File: config.mk
export PLATFORM = sky130hd
export DESIGN_NAME = seg_display_scheduler_flat
export DESIGN_NICKNAME = d
export VERILOG_FILES = /design/src/rtl/seg_display_scheduler_if.sv /design/src/rtl/seg_display_scheduler.sv /design/src/flat_wrapper.sv
export SDC_FILE = /design/constraint.sdc
export NUM_CORES = 1
export LEC_CHECK = 0
export CORE_MARGIN = 2
export CORE_UTILIZATION = 45
export DETAILED_ROUTE_END_ITERATION = 10
export PLACE_DENSITY = 0.67
export SETUP_SLACK_MARGIN = 0.5
export SLEW_MARGIN = 20
export SYNTH_ARGS = -nofsm -noshare
export SYNTH_HDL_FRONTEND = slang
export SYNTH_SLANG_ARGS = --single-unit
File: constraint.sdc
create_clock -name clk -period 7.5 [get_ports clk]
set_input_delay 0.75 -clock clk [delete_from_list [all_inputs] [get_ports clk]]
set_output_delay 0.75 -clock clk [all_outputs]
set_load 0.01 [all_outputs]
File: src/rtl/seg_display_scheduler_if.sv
// Digit-write request bundle shared by the two front-end requesters and the display scheduler.
// Bit/field i of each vector belongs to requester i.
interface seg_display_scheduler_if;
    logic [1:0] req_valid;
    logic [5:0] req_sel;
    logic [7:0] req_data;
    logic [1:0] req_ready;

    // A write is taken on a rising edge where req_valid[i] & req_ready[i]; a requester holds
    // valid/sel/data stable until it sees ready, and ready never looks at sel or data.
    modport master (
        output req_valid,
        output req_sel,
        output req_data,
        input  req_ready
    );

    modport slave (
        input  req_valid,
        input  req_sel,
        input  req_data,
        output req_ready
    );
endinterface

File: src/rtl/seg_display_scheduler.sv
// Owns the 8x4-bit digit store: round-robin write arbitration, sequenced clear,
// prescaled anode multiplexing and registered hex-to-seven-segment decoding.
module seg_display_scheduler #(
    parameter int CLK_DIV   = 131072,
    parameter bit HOLD_SCAN = 1'b0
) (
    input  logic                          clk,
    input  logic                          reset,
    seg_display_scheduler_if.slave        req,
    input  logic                          clear_start,
    output logic                          clear_busy,
    input  logic [7:0]                    blank_mask,
    output logic [2:0]                    scan_idx,
    output logic [7:0]                    anode,
    output logic [6:0]                    cathodes
);

    localparam int            PW       = $clog2(CLK_DIV);
    localparam logic [PW-1:0] DIV_LAST = PW'(CLK_DIV - 1);

    typedef enum logic {
        ST_IDLE  = 1'b0,
        ST_CLEAR = 1'b1
    } state_t;

    state_t        r_state;
    state_t        w_state_nxt;
    logic [2:0]    r_clear_idx;
    logic [2:0]    w_clear_idx_nxt;

    logic [3:0]    r_mem [8];
    logic          r_rr_ptr;
    logic [PW-1:0] r_presc;
    logic [2:0]    r_scan_idx;
    logic [7:0]    r_anode;
    logic [6:0]    r_cathodes;

    logic [1:0]    w_grant;
    logic          w_wr_en;
    logic [2:0]    w_wr_sel;
    logic [3:0]    w_wr_data;
    logic          w_tick;
    logic          w_scan_hold;
    logic [3:0]    w_cur_digit;
    logic [7:0]    w_anode_nxt;
    logic [6:0]    w_cathodes_nxt;

    function automatic logic [6:0] seg_decode(input logic [3:0] v);
        logic [6:0] s;
        case (v)
            4'h0:    s = 7'b0000001;
            4'h1:    s = 7'b1001111;
            4'h2:    s = 7'b0010010;
            4'h3:    s = 7'b0000110;
            4'h4:    s = 7'b1001100;
            4'h5:    s = 7'b0100100;
            4'h6:    s = 7'b0100000;
            4'h7:    s = 7'b0001111;
            4'h8:    s = 7'b0000000;
            4'h9:    s = 7'b0000100;
            4'hA:    s = 7'b0001000;
            4'hB:    s = 7'b1100000;
            4'hC:    s = 7'b0110001;
            4'hD:    s = 7'b1000010;
            4'hE:    s = 7'b0110000;
            default: s = 7'b0111000;
        endcase
        return s;
    endfunction

    always_ff @(posedge clk or posedge reset) begin
        if (reset) begin
            r_state     <= ST_IDLE;
            r_clear_idx <= 3'd0;
        end else begin
            r_state     <= w_state_nxt;
            r_clear_idx <= w_clear_idx_nxt;
        end
    end

    always_comb begin
        w_state_nxt     = r_state;
        w_clear_idx_nxt = r_clear_idx;
        case (r_state)
            ST_IDLE: begin
                if (clear_start) begin
                    w_state_nxt     = ST_CLEAR;
                    w_clear_idx_nxt = 3'd0;
                end
            end
            ST_CLEAR: begin
                w_clear_idx_nxt = r_clear_idx + 3'd1;
                if (r_clear_idx == 3'd7) begin
                    w_state_nxt = ST_IDLE;
                end
            end
            default: begin
                w_state_nxt = ST_IDLE;
            end
        endcase
    end

    // Grants are withheld during CLEAR and while reset is held, so no write can race the clear.
    always_comb begin
        w_grant = 2'b00;
        if (!reset && (r_state == ST_IDLE)) begin
            case (req.req_valid)
                2'b01:   w_grant = 2'b01;
                2'b10:   w_grant = 2'b10;
                2'b11:   w_grant = r_rr_ptr ? 2'b10 : 2'b01;
                default: w_grant = 2'b00;
            endcase
        end
    end

    assign req.req_ready = w_grant;
    assign w_wr_en       = |w_grant;
    assign w_wr_sel      = w_grant[1] ? req.req_sel[5:3]  : req.req_sel[2:0];
    assign w_wr_data     = w_grant[1] ? req.req_data[7:4] : req.req_data[3:0];

    always_ff @(posedge clk or posedge reset) begin
        if (reset) begin
            for (int d = 0; d < 8; d++) begin
                r_mem[d] <= 4'h0;
            end
        end else if (r_state == ST_CLEAR) begin
            r_mem[r_clear_idx] <= 4'h0;
        end else if (w_wr_en) begin
            r_mem[w_wr_sel] <= w_wr_data;
        end
    end

    // After serving requester i the other one gets priority on the next contention.
    always_ff @(posedge clk or posedge reset) begin
        if (reset) begin
            r_rr_ptr <= 1'b0;
        end else if (w_wr_en) begin
            r_rr_ptr <= w_grant[0];
        end
    end

    assign w_tick      = (r_presc == DIV_LAST);
    assign w_scan_hold = HOLD_SCAN && (r_state == ST_CLEAR);

    always_ff @(posedge clk or posedge reset) begin
        if (reset) begin
            r_presc    <= '0;
            r_scan_idx <= 3'd0;
        end else begin
            r_presc <= w_tick ? '0 : r_presc + 1'b1;
            if (w_tick && !w_scan_hold) begin
                r_scan_idx <= r_scan_idx + 3'd1;
            end
        end
    end

    assign w_cur_digit    = r_mem[r_scan_idx];
    assign w_anode_nxt    = blank_mask[r_scan_idx] ? 8'hFF : ~(8'h01 << r_scan_idx);
    assign w_cathodes_nxt = seg_decode(w_cur_digit);

    always_ff @(posedge clk or posedge reset) begin
        if (reset) begin
            r_anode    <= 8'hFF;
            r_cathodes <= 7'h7F;
        end else begin
            r_anode    <= w_anode_nxt;
            r_cathodes <= w_cathodes_nxt;
        end
    end

    assign anode      = r_anode;
    assign cathodes   = r_cathodes;
    assign scan_idx   = r_scan_idx;
    assign clear_busy = (r_state == ST_CLEAR);

endmodule

File: src/flat_wrapper.sv
// flat-port wrapper written by rule: the top's interface ports become plain ports
module seg_display_scheduler_flat 
#(
    parameter int CLK_DIV   = 131072,
    parameter bit HOLD_SCAN = 1'b0
)
  (clk, reset, clear_start, clear_busy, blank_mask, scan_idx, anode, cathodes, req_req_valid, req_req_sel, req_req_data, req_req_ready);
  seg_display_scheduler_if req_i ();
  input  logic clk;
  input  logic reset;
  input  logic clear_start;
  output logic clear_busy;
  input  logic [7:0] blank_mask;
  output logic [2:0] scan_idx;
  output logic [7:0] anode;
  output logic [6:0] cathodes;
  input wire logic [$bits(req_i.req_valid)-1:0] req_req_valid;
  input wire logic [$bits(req_i.req_sel)-1:0] req_req_sel;
  input wire logic [$bits(req_i.req_data)-1:0] req_req_data;
  output wire logic [$bits(req_i.req_ready)-1:0] req_req_ready;
  assign req_i.req_valid = req_req_valid;
  assign req_i.req_sel = req_req_sel;
  assign req_i.req_data = req_req_data;
  assign req_req_ready = req_i.req_ready;
  seg_display_scheduler #(.CLK_DIV(CLK_DIV), .HOLD_SCAN(HOLD_SCAN)) u_core (.clk(clk), .reset(reset), .req(req_i), .clear_start(clear_start), .clear_busy(clear_busy), .blank_mask(blank_mask), .scan_idx(scan_idx), .anode(anode), .cathodes(cathodes));
endmodule
# == After elaboration in Yosys (flattened, before gate mapping) ==
# Memory sizes are Yosys's and may differ from the RTL's. A register that Yosys moved wholly into a read port is not among the register bits.
# Cells that the tools add are included.
# totals
regBits,65
mem_bits_ro,112
inputBits,27
word_cells,68
n_memories,1
# op_classes
n_addsub,3
n_lt_le_gt_ge,6
n_eq_ne,6
n_shift,1
mux,24
bitwise,7
reduce_logical,6
# mem_list
name,depth,width,rd,rd_clocked_by_memory_dff,write_ports,line_no,rtl
(no name shown),16,7,1,1,0,seg_display_scheduler.sv:50,case (v)
# op_table
op,n
32-bit two-way mux,2
32-bit AND,1
32-bit bitwise mux,1
32-bit inverter,1
4-bit demux with 3-bit select,2
4-bit two-way mux,5
17-bit by 1-bit adder with 17-bit output (second input constant),1
17-bit == test (second input constant),1
17-bit two-way mux,1
4-bit binary-select mux with 3-bit select,1
4-bit >= comparator (second input constant),3
3-bit inverter with 4-bit output,3
4-bit by 1-bit less-than comparator with 1-bit output (second input constant),2
8-bit two-way mux,1
8-bit inverter,1
1-bit by 3-bit << shifter with 8-bit output (first input constant),1
3-bit by 1-bit adder with 3-bit output (second input constant),2
3-bit two-way mux,2
2-bit one-hot mux with 3 select lines,1
3-bit one-hot mux with 2 select lines,1
2-bit == test (second input constant),2
3-bit by 4-bit less-than comparator with 1-bit output (second input constant),1
2-bit two-way mux,2
1-bit binary-select mux with 3-bit select,1
other kinds (10),14

# == Logic depth before layout (Yosys ltp) ==
# Gate-level depths: netlist (run 1).
# depth
depth_word,12
ltp_mapped,9
depth_no_buf,7

# == Worst setup path before layout (run 1) ==
# Ideal clock, no wire load.
# synth_timing
path_kind,register to register
start,reg u_core.r_scan_idx[0] (netlist: u_core.scan_idx[0])
end,reg u_core.r_cathodes[6] (netlist: u_core.cathodes[6])
t_arrival_ns,2.345
required_ns,7.418
setup_slack_ns,5.074
stages_incl_launch_ff,8
n_path_buf,1
path_cell_list,dfrtp_1 > buf_6 > mux4_1 > mux2i_1 > inv_1 > ha_1 > and3_1 > a211o_1
# synth_via
elab_chain_len,4
# synth_lines
item,line_no,rtl
"start, declared",seg_display_scheduler.sv:34,logic [2:0] r_scan_idx;
"start signal, assigned",seg_display_scheduler.sv:152,r_scan_idx <= r_scan_idx + 3'd1;
3-bit inverter with 4-bit output (implied by the code),seg_display_scheduler.sv:157,assign w_cur_digit = r_mem[r_scan_idx];
4-bit binary-select mux with 3-bit select,seg_display_scheduler.sv:157,
4-bit two-way mux (implied by the code) (2 in series),seg_display_scheduler.sv:157,
"end, declared",seg_display_scheduler.sv:36,logic [6:0] r_cathodes;
# No other way between the ends. The select of a mux whose other input is x is not followed.
# A chain may end at the register's enable or synchronous reset.

# == Worst setup path after layout (run 1) ==
# layout_timing
start,in reset
end,out req_req_ready[1]
# layout_via
elab_chain_len,3
# layout_lines
item,line_no,rtl
"start, declared",flat_wrapper.sv:10,input logic reset;
1-bit logical NOT,seg_display_scheduler.sv:106,if (!reset && (r_state == ST_IDLE)) begin
1-bit logical AND,seg_display_scheduler.sv:106,
2-bit two-way mux,seg_display_scheduler.sv:106,
"end, declared",flat_wrapper.sv:20,output wire logic [$bits(req_i.req_ready)-1:0] req_req_ready;
# No other way between the ends.

==> results of run 1 <==
## cell usage after synthesis, types with 2 or more instances
master / count / area share (%)
a21oi_1: 8 / 1.0
a32oi_1: 4 / 0.91
and2_1: 2 / 0.32
and3_1: 2 / 0.32
and4_1: 2 / 0.46
buf_2: 2 / 0.26
clkbuf_1: 2 / 0.20
dfrtp_1: 57 / 37
dfstp_2: 15 / 10
ha_1: 16 / 5.2
inv_1: 13 / 1.3
mux2_2: 3 / 0.88
mux2i_1: 46 / 12
mux4_1: 8 / 5.5
mux4_2: 2 / 1.2
nand2_1: 58 / 5.7
nand2b_1: 3 / 0.49
nand3_1: 11 / 1.4
nand4_1: 9 / 1.5
nor2_1: 17 / 1.7
nor2b_1: 5 / 0.81
nor3_1: 4 / 0.52
nor3b_1: 2 / 0.39
nor4_1: 4 / 0.65
o21ai_0: 8 / 1.0
o31ai_1: 3 / 0.58
o32ai_2: 4 / 1.7
or3_1: 4 / 0.65
or3b_2: 2 / 0.46
xnor2_1: 4 / 0.91
xor2_1: 7 / 1.6
## cells by family (layout without fill, tap and decap cells)
logic type | count (synthesis) | after routing | share of synthesized area [%]
AND/OR/NAND/NOR | 128 | 128 | 15.9
adder cells (fa/ha/maj) | 16 | 16 | 5.20
XOR/XNOR | 11 | 11 | 2.50
flip-flops | 72 | 72 | 47.3
AO/OA/AOI/OAI | 32 | 32 | 6.30
multiplexers | 61 | 61 | 20.4
buffers and inverters | 21 | 78 | 2.40
## area by class of cell
class | count | share of cell area, %
multi-input cells | 248 | 41.6
flip-flops and latches | 72 | 39.1
repair buffers | 48 | 10.3
clock buffers | 12 | 3.54
well taps | 105 | 2.82
clock inverters | 4 | 1.61
inverters | 14 | 1.13
## metal layers
layer  wire length (um)  part of all wire (%)  vias up  global-route usage, %
met3                303                   3.9       13                   4.97
met2               3800                    49       56                   29.6
met4                135                   1.7        0                   5.40
li1                   -                     -     1331                      -
met5                  0                     0        -                      0
met1               3510                    45     1355                   22.8
## power by group through the flow
stage	Clock [uW]	Combinational, uW	Sequential, uW
6_report	359	298	556
5_1_grt	383	335	567
4_1_cts	368	302	553
3_5_place_dp	0	303	559
3_3_place_gp	0	292	558
2_1_floorplan	0	212	541
## worst paths after layout
| kind | from | end | depth (start not counted) |
|---|---|---|---|
| max | reset | req_req_ready[1] | 5 |
| min | u_core.r_presc[16] | u_core.r_presc[16] | 1 |
| max in group asynchronous | reset | u_core.r_mem[1] | 3 |
| min reg2reg | u_core.r_presc[16] | u_core.r_presc[16] | 1 |
| min in group asynchronous | reset | u_core.r_rr_ptr | 3 |
| max reg2reg | u_core.scan_idx[0] | u_core.cathodes[6] | 6 |
## through the flow
step | utilization (%) | cells | cell area [um2]
after floorplan | - | 341 | 3850
after global placement | 53.5 | 487 | 4420
after detailed placement | 53.5 | 487 | 4420
after CTS | 56.4 | 503 | 4660
after global routing | 56.4 | 503 | 4660
final | 56.4 | 503 | 4660
## sequential cells by signal, summed over array words and instances, names as in the netlist
signal and cells:
u_core.r_mem 32, u_core.r_presc 17, u_core.anode 8, u_core.cathodes 7
u_core.r_clear_idx 3, u_core.scan_idx 3, u_core.clear_busy 1, u_core.r_rr_ptr 1
==> reports/summary.txt, run 1 <==
die extent in x: 96.5 um
Critical Path Source Type: primary input
Worst Setup Slack, final: 4.10 ns
RePlAce Congestion: 0.802
DRC: 0
worst hold path class: register to register
Post-Route WL: 7740 um
post_cts resized: 0
Clk network pwr share: 29.6%
Gate power share: 24.6%
Worst Path Buf+Inv: 3
Post-CTS Hold Buffers: 0
sequential standard cell area: 1820 um2
Yosys warnings: 0
post-CTS setup buffers: 0
vias after detailed routing: 2,755
top_reg_cell synth: dfrtp_1
vias per inst: 5.48
Place WS: 4.08 ns
CTS tree: built
Final setup viols: 0
sequential power share: 45.8%
initial antenna violation count: 0
Worst-Skew Late Latency: 0.34 ns
CP max stage delay: 0.55 ns
CP required: 6.75 ns
critical path's top delay family: buffers and inverters
Max-slew headroom: 39.2%
wire length of the first global-routing pass: 12,700 um
GR Overflow Total: 0
Syn Area/Cell: 11.3 um2
cells after synthesis: 341
TritonRoute pass-1 iters: 4
CP endpoint kind: output pin
Pwr Total: 1210 uW
Peak VDD IR: 0.151 mV
Hold WS: 0.486 ns
RSZ-0062 raised after global routing: no
Crit Path Class: primary input to output pin
share of cells above drive strength 1: 12.3%
PortBufs: 47
CP Max Fanout: 5
antenna cell count: 0
Num CTS Buffers: 9
Die Footprint: 9310 um2
sequential fraction of the synthesis area: 47.3%
Fin Setup TNS: 0 ns
Seq cells post-synth: 72
Synth Cell Area: 3850 um2
Post-synth ARST share: 100%
row count: 33
fin. max-slew vios: 0
largest net degree at the start of global routing: 73
max_cap viols: 0
clock period minus worst slack: 3.40 ns
TritonCTS sink count: 72
Die Y: 96.5 um
worst-path cell chain: clkdlybuf4s50_1 > nor3b_1 > nand2_1 > inv_1 > clkdlybuf4s50_1
clk buf depth: 2
commonest cells after routing, fill and taps aside: nand2_1, dfrtp_1, clkdlybuf4s50_1
# IOs: 48
post-DR wirelength/cell: 15.4 um
outcome: complete, no violations
Pleak: 0.00213 uW
placeable core region: 8260 um2
power density over the cells: 260 nW/um2
H-Tree Depth: 3
Cell variety after synth: 45
slew at the pin closest to its max-slew limit: 0.912 ns
vias in the first global route: 2,645
layout overhead on the synthesized area: 21.0%
setup slack, reg-to-reg: 4.56 ns
commonest non-fill, non-tap cell in the layout: nand2_1
Fin Clk Skew: 0.0100 ns
Detail Route Antenna Nets: 0
EDFF count, synth: 0
Fillers: 717
final cycle utilization of the critical path: 45.3%
Final nets: 436
Critical-path top delay cell: clkdlybuf4s50_1
Switching Power: 369 uW
Internal: 844 uW
1st-iter DRT viols: 94
Synth Net Count: 384
Multi-input gate area: 1940 um2
CP arrival: 2.65 ns
maximum clock rate: 0.294 GHz
hpwl dp: 5640 um
Fin. Hold Viols: 0
gr usage total: 17.8%
clk slew on worst S/H paths: 0.08 ns
Switching Share: 30.4%
most used cell, CP: clkdlybuf4s50_1
Clk Tree Root Cell: clkbuf_8
Initial Utilization: 46.6%
No activity file was read; power rests on OpenSTA's default activity.
==> inputs of run 2 (changes only) <==
==> constraint.sdc (replaced) <==
create_clock -name clk -period 3.2 [get_ports clk]
set_input_delay 0.32 -clock clk [delete_from_list [all_inputs] [get_ports clk]]
set_output_delay 0.32 -clock clk [all_outputs]
set_load 0.01 [all_outputs]
==> run 2 against run 1 <==
Power is 130% higher. First-iteration DRC count increased by 8.5%. Core utilization is 0.32 points higher. Sequential power up 140%. Clock skew decreased by 0.0027 ns. Sequential cell count unchanged. Register-to-register slack got worse by 3.8 ns.
==> reports/summary.txt, run 2 (synthesized netlist as in run 1, its figures left out) <==
setup slack, reg-to-reg: 0.74 ns
hold_sp: u_core.r_presc[0]
post-route cell area: 4690 um2
outcome: complete, no violations
Max-slew headroom: 40.1%
commonest non-fill, non-tap cell in the layout: nand2_1
worst hold path class: register to register
die extent in x: 96.5 um
Switching Share: 31.8%
Die Y: 96.5 um
Largest register FFs: 32
CP max stage delay: 0.57 ns
clock period minus worst slack: 2.46 ns
worst-path cell chain: buf_4 > mux4_1 > mux2i_1 > buf_4 > inv_1 > ha_1 > and3_1 > a211o_1
Initial Utilization: 46.6%
Gate power share: 25.6%
post-DR wirelength/cell: 16.1 um
sequential power share: 47.7%
H-Tree Depth: 3
Pleak: 0.00216 uW
Die Footprint: 9310 um2
Reg with most FFs: u_core.r_mem
Reg-to-Reg Start: u_core.scan_idx[0]
GR Overflow Total: 0
layout overhead on the synthesized area: 21.7%
Clk network pwr share: 26.7%
max_cap viols: 0
commonest cells after routing, fill and taps aside: nand2_1, dfrtp_1, clkdlybuf4s50_1
wire length of the first global-routing pass: 13,900 um
path depth of the worst reg2reg path: 8
Num CTS Buffers: 9
DP Area: 4470 um2
RSZ-0062 raised after global routing: no
final cycle utilization of the critical path: 77.0%
WHS Path Cells: 1
Fin. Hold Viols: 0
Fin Clk Skew: 0.00736 ns
Fin Setup TNS: 0 ns
CP arrival: 2.74 ns
clk slew on worst S/H paths: 0.08 ns
CP endpoint kind: register
initial antenna violation count: 0
hpwl dp: 6030 um
clk buf depth: 2
Worst-Skew Late Latency: 0.34 ns
hold path endpoint: u_core.r_presc[0]
1st-iter DRT viols: 102
Detail Route Antenna Nets: 0
Critical-path top delay cell: mux4_1
RePlAce Congestion: 0.853
Internal: 1890 uW
Critical Path Source Type: register
row count: 33
Worst Path Buf+Inv: 3
vias per inst: 5.53
CP Max Fanout: 10
gr usage total: 19.7%
critical path's top delay family: multiplexers
slew at the pin closest to its max-slew limit: 0.898 ns
Final nets: 443
CP required: 3.48 ns
vias in the first global route: 2,744
TritonCTS sink count: 72
Fillers: 748
Clk Tree Root Cell: clkbuf_8
Final setup viols: 0
DRC: 0
most used cell, CP: buf_4
PortBufs: 47
maximum clock rate: 0.406 GHz
placeable core region: 8260 um2
fin. max-slew vios: 0
power density over the cells: 593 nW/um2
antenna cell count: 0
Peak VDD IR: 0.365 mV
FF-to-FF End: u_core.cathodes[6]
largest net degree at the start of global routing: 73
CTS tree: built
TritonRoute pass-1 iters: 4
vias after detailed routing: 2,819
Post-Route WL: 8230 um
# IOs: 48
Switching Power: 884 uW
share of cells above drive strength 1: 14.1%
Crit Path Class: register to register
==> run 2: cell count changes in the layout (fill, tap and decap cells not counted) <==
| cell | delta |
|---|---|
| clkbuf_1 | +1 |
| nor3b_2 | +1 |
| clkinvlp_4 | -2 |
| nor3b_1 | -1 |
| dfrtp_1 | -1 |
| buf_4 | +7 |
| bufinv_16 | -1 |
| clkinv_2 | +1 |
| clkinv_4 | +2 |
| dfrtp_2 | +1 |
| clkbuf_8 | -1 |
==> run 2: how the worst max path moves through the flow <==
stage                          to  slack [ns]          startpoint  depth (start not counted)
2_1_floorplan  u_core.cathodes[6]        0.77  u_core.scan_idx[0]                          7
3_3_place_gp     req_req_ready[1]        0.69               reset                          5
3_5_place_dp     req_req_ready[1]        0.63               reset                          5
4_1_cts          req_req_ready[1]        0.65   u_core.clear_busy                          4
5_1_grt        u_core.scan_idx[1]        0.53   u_core.r_presc[0]                          6
6_report       u_core.cathodes[6]        0.74  u_core.scan_idx[0]                          8
==> run 2: per-stage QoR <==
step | hold slack, ns | total power (uW) | setup WS (ns) | instances | utilization (%)
3_3_place_gp | 0.463 | 2020 | 0.694 | 494 | 54.2
3_5_place_dp | 0.475 | 2060 | 0.627 | 494 | 54.2
5_1_grt | 0.526 | 2980 | 0.533 | 510 | 56.7
2_1_floorplan | 0.427 | 1760 | 0.774 | 341 | -
4_1_cts | 0.487 | 2810 | 0.650 | 510 | 56.7
6_report | 0.489 | 2780 | 0.735 | 510 | 56.7
==> run 2: what timing repair did <==
item	4_1_cts	5_1_grt
hold buffers	0	0
gates resized for setup	1	1
pin swaps	0	0
setup buffers	0	0
endpoints found under the setup margin	1	1
==> run 2: layer usage <==
layer	part of all wire, %	track usage (%)
met5	0	0
met2	49	31.2
met4	1.3	5.52
met1	47	26.8
met3	2.9	5.28
==> run 2: final cells by class <==
type	instances	area (um2)	area share (%)
Inverter	14	52.6	1.12
Multi-Input combinational cell	248	1940	41.4
Clock inverter	4	52.6	1.12
Sequential cell	72	1820	38.9
Timing Repair Buffer	55	531	11.3
Tap cell	105	131	2.80
Clock buffer	12	155	3.31
==> run 2: power by group through the flow <==
stage	combinational (uW)	sequential, uW	clock, uW
2_1_floorplan	497	1270	0
5_1_grt	816	1360	804
3_3_place_gp	692	1330	0
4_1_cts	720	1320	764
6_report	710	1330	743
3_5_place_dp	720	1340	0
==> inputs of run 3 (changes only) <==
==> constraint.sdc (replaced) <==
create_clock -name clk -period 2.4 [get_ports clk]
set_input_delay 0.24 -clock clk [delete_from_list [all_inputs] [get_ports clk]]
set_output_delay 0.24 -clock clk [all_outputs]
set_load 0.01 [all_outputs]
==> run 3 against run 2 <==
First-iteration DRC count is 17% higher. Hold slack worse by 0.28 ns. Maximum frequency is 21% higher. Core utilization is 5.6 points higher. Critical path depth is 1 lower. Register-to-register slack worse by 0.37 ns. Cell area is 9.8% higher. Combinational power is 59% higher. Wire length is 5.1% higher. Die area stayed put. Count of clock-buffer cells in the layout is 2 lower. Largest power group unchanged.
==> reports/summary.txt, run 3 (synthesized netlist as in run 1, its figures left out) <==
worst-path cell chain: buf_12 > mux4_2 > mux2i_4 > inv_2 > ha_2 > mux2_2 > o21ai_2
CP endpoint kind: register
vias per inst: 5.46
met1 usage: 26.8%
share of cells above drive strength 1: 28.4%
Largest register FFs: 32
slew at the pin closest to its max-slew limit: 0.570 ns
H-Tree Depth: 3
RePlAce Congestion: 0.819
Fin. Hold Viols: 0
1st-iter DRT viols: 119
final cycle utilization of the critical path: 84.8%
critical path's top delay family: multiplexers
Reg-to-Reg Start: u_core.scan_idx[0]
wire length of the first global-routing pass: 13,600 um
GR Overflow Total: 0
vias in the first global route: 2,783
Die Footprint: 9310 um2
placeable core region: 8260 um2
antenna cell count: 0
layout overhead on the synthesized area: 33.6%
RSZ-0062 raised after global routing: yes
Hold WS: 0.213 ns
max_cap viols: 0
Post-Route WL: 8660 um
Worst-Skew Late Latency: 0.34 ns
met3 Usage GRT: 3.96%
vias after detailed routing: 2,938
maximum clock rate: 0.492 GHz
gr usage total: 19.4%
Reg with most FFs: u_core.r_mem
Clk Tree Root Cell: clkbuf_8
clock period minus worst slack: 2.03 ns
CP required: 2.68 ns
CP max stage delay: 0.53 ns
power density over the cells: 742 nW/um2
Detail Route Antenna Nets: 0
Setup crit start: u_core.scan_idx[0]
Initial Utilization: 46.6%
Fin Setup TNS: 0 ns
fin. max-slew vios: 0
Worst Path Buf+Inv: 2
clk buf depth: 2
post-route cell area: 5140 um2
Critical Path Source Type: register
Num CTS Buffers: 9
largest net degree at the start of global routing: 28
busiest layer in global routing: met2
TritonRoute pass-1 iters: 4
Max-slew headroom: 61.9%
die extent in x: 96.5 um
Worst path depth: 7
initial antenna violation count: 0
DRC: 0
CTS tree: built
CP Max Fanout: 5
Pleak: 0.00229 uW
Critical-path top delay cell: mux4_2
Post-CTS Hold Buffers: 0
outcome: complete, no violations
Crit Path Class: register to register
# IOs: 48
DP Area: 4590 um2
row count: 33
Final setup viols: 0
global-route track usage on met2: 30.2%
TritonCTS sink count: 72
hpwl dp: 5930 um
Final nets: 471
commonest cells after routing, fill and taps aside: nand2_1, dfrtp_1, mux2i_1
path depth of the worst reg2reg path: 7
CP arrival: 2.31 ns
PortBufs: 47
commonest non-fill, non-tap cell in the layout: nand2_1
clk slew on worst S/H paths: 0.08 ns
Die Y: 96.5 um
Peak VDD IR: 0.505 mV
Fin Clk Skew: 0.00963 ns
post-DR wirelength/cell: 16.1 um
worst hold path class: primary input to asynchronous set/reset pin
[run 3: per-layer routing]
layer / share of wire (%) / up-vias
li1: - / 1403
met1: 45 / 1454
met2: 48 / 69
met3: 4.7 / 12
met4: 1.7 / 0
met5: 0 / -
[run 3: worst paths after layout]
| kind | to | slack (ns) |
|---|---|---|
| hold / removal | u_core.r_rr_ptr | 0.21 |
| min in group clk | u_core.r_rr_ptr | 0.44 |
| setup / recovery | u_core.cathodes[2] | 0.37 |
| max in group asynchronous | u_core.clear_busy | 1.57 |
| setup reg to reg | u_core.cathodes[2] | 0.37 |
| hold reg to reg | u_core.r_presc[0] | 0.48 |
[run 3: per-stage QoR]
step,total power [uW],setup WS [ns],util [%],std cells
finish,3820,0.365,62.3,538
global route,4070,0.282,62.3,538
CTS,3780,0.374,60.3,531
detailed placement,2780,0.195,55.6,503
global placement,2740,0.221,55.6,503
floorplan,2380,0.332,-,341
[run 3: where the power goes]
group | switching, uW | total [uW] | internal (uW)
clock | 468 | 944 | 475
sequential | 221 | 1740 | 1520
combinational | 578 | 1130 | 557
[run 3: area by class of cell]
cell class / count / area, um2
Inverter: 14 / 56.3
Clock inverter: 6 / 61.3
Timing Repair Buffer: 83 / 813
Sequential cell: 72 / 1820
Fill cell: 687 / 3110
Tap cell: 105 / 131
Clock buffer: 10 / 128
Multi-Input combinational cell: 248 / 2130
[run 3: timing repair]
item                                   4_1_cts  5_1_grt
setup endpoints to repair                   26       53
buffers inserted                            10        7
gates cloned                                 2        0
pin swaps                                    5        8
endpoints found under the hold margin        0        0
gates resized for setup                     22       23
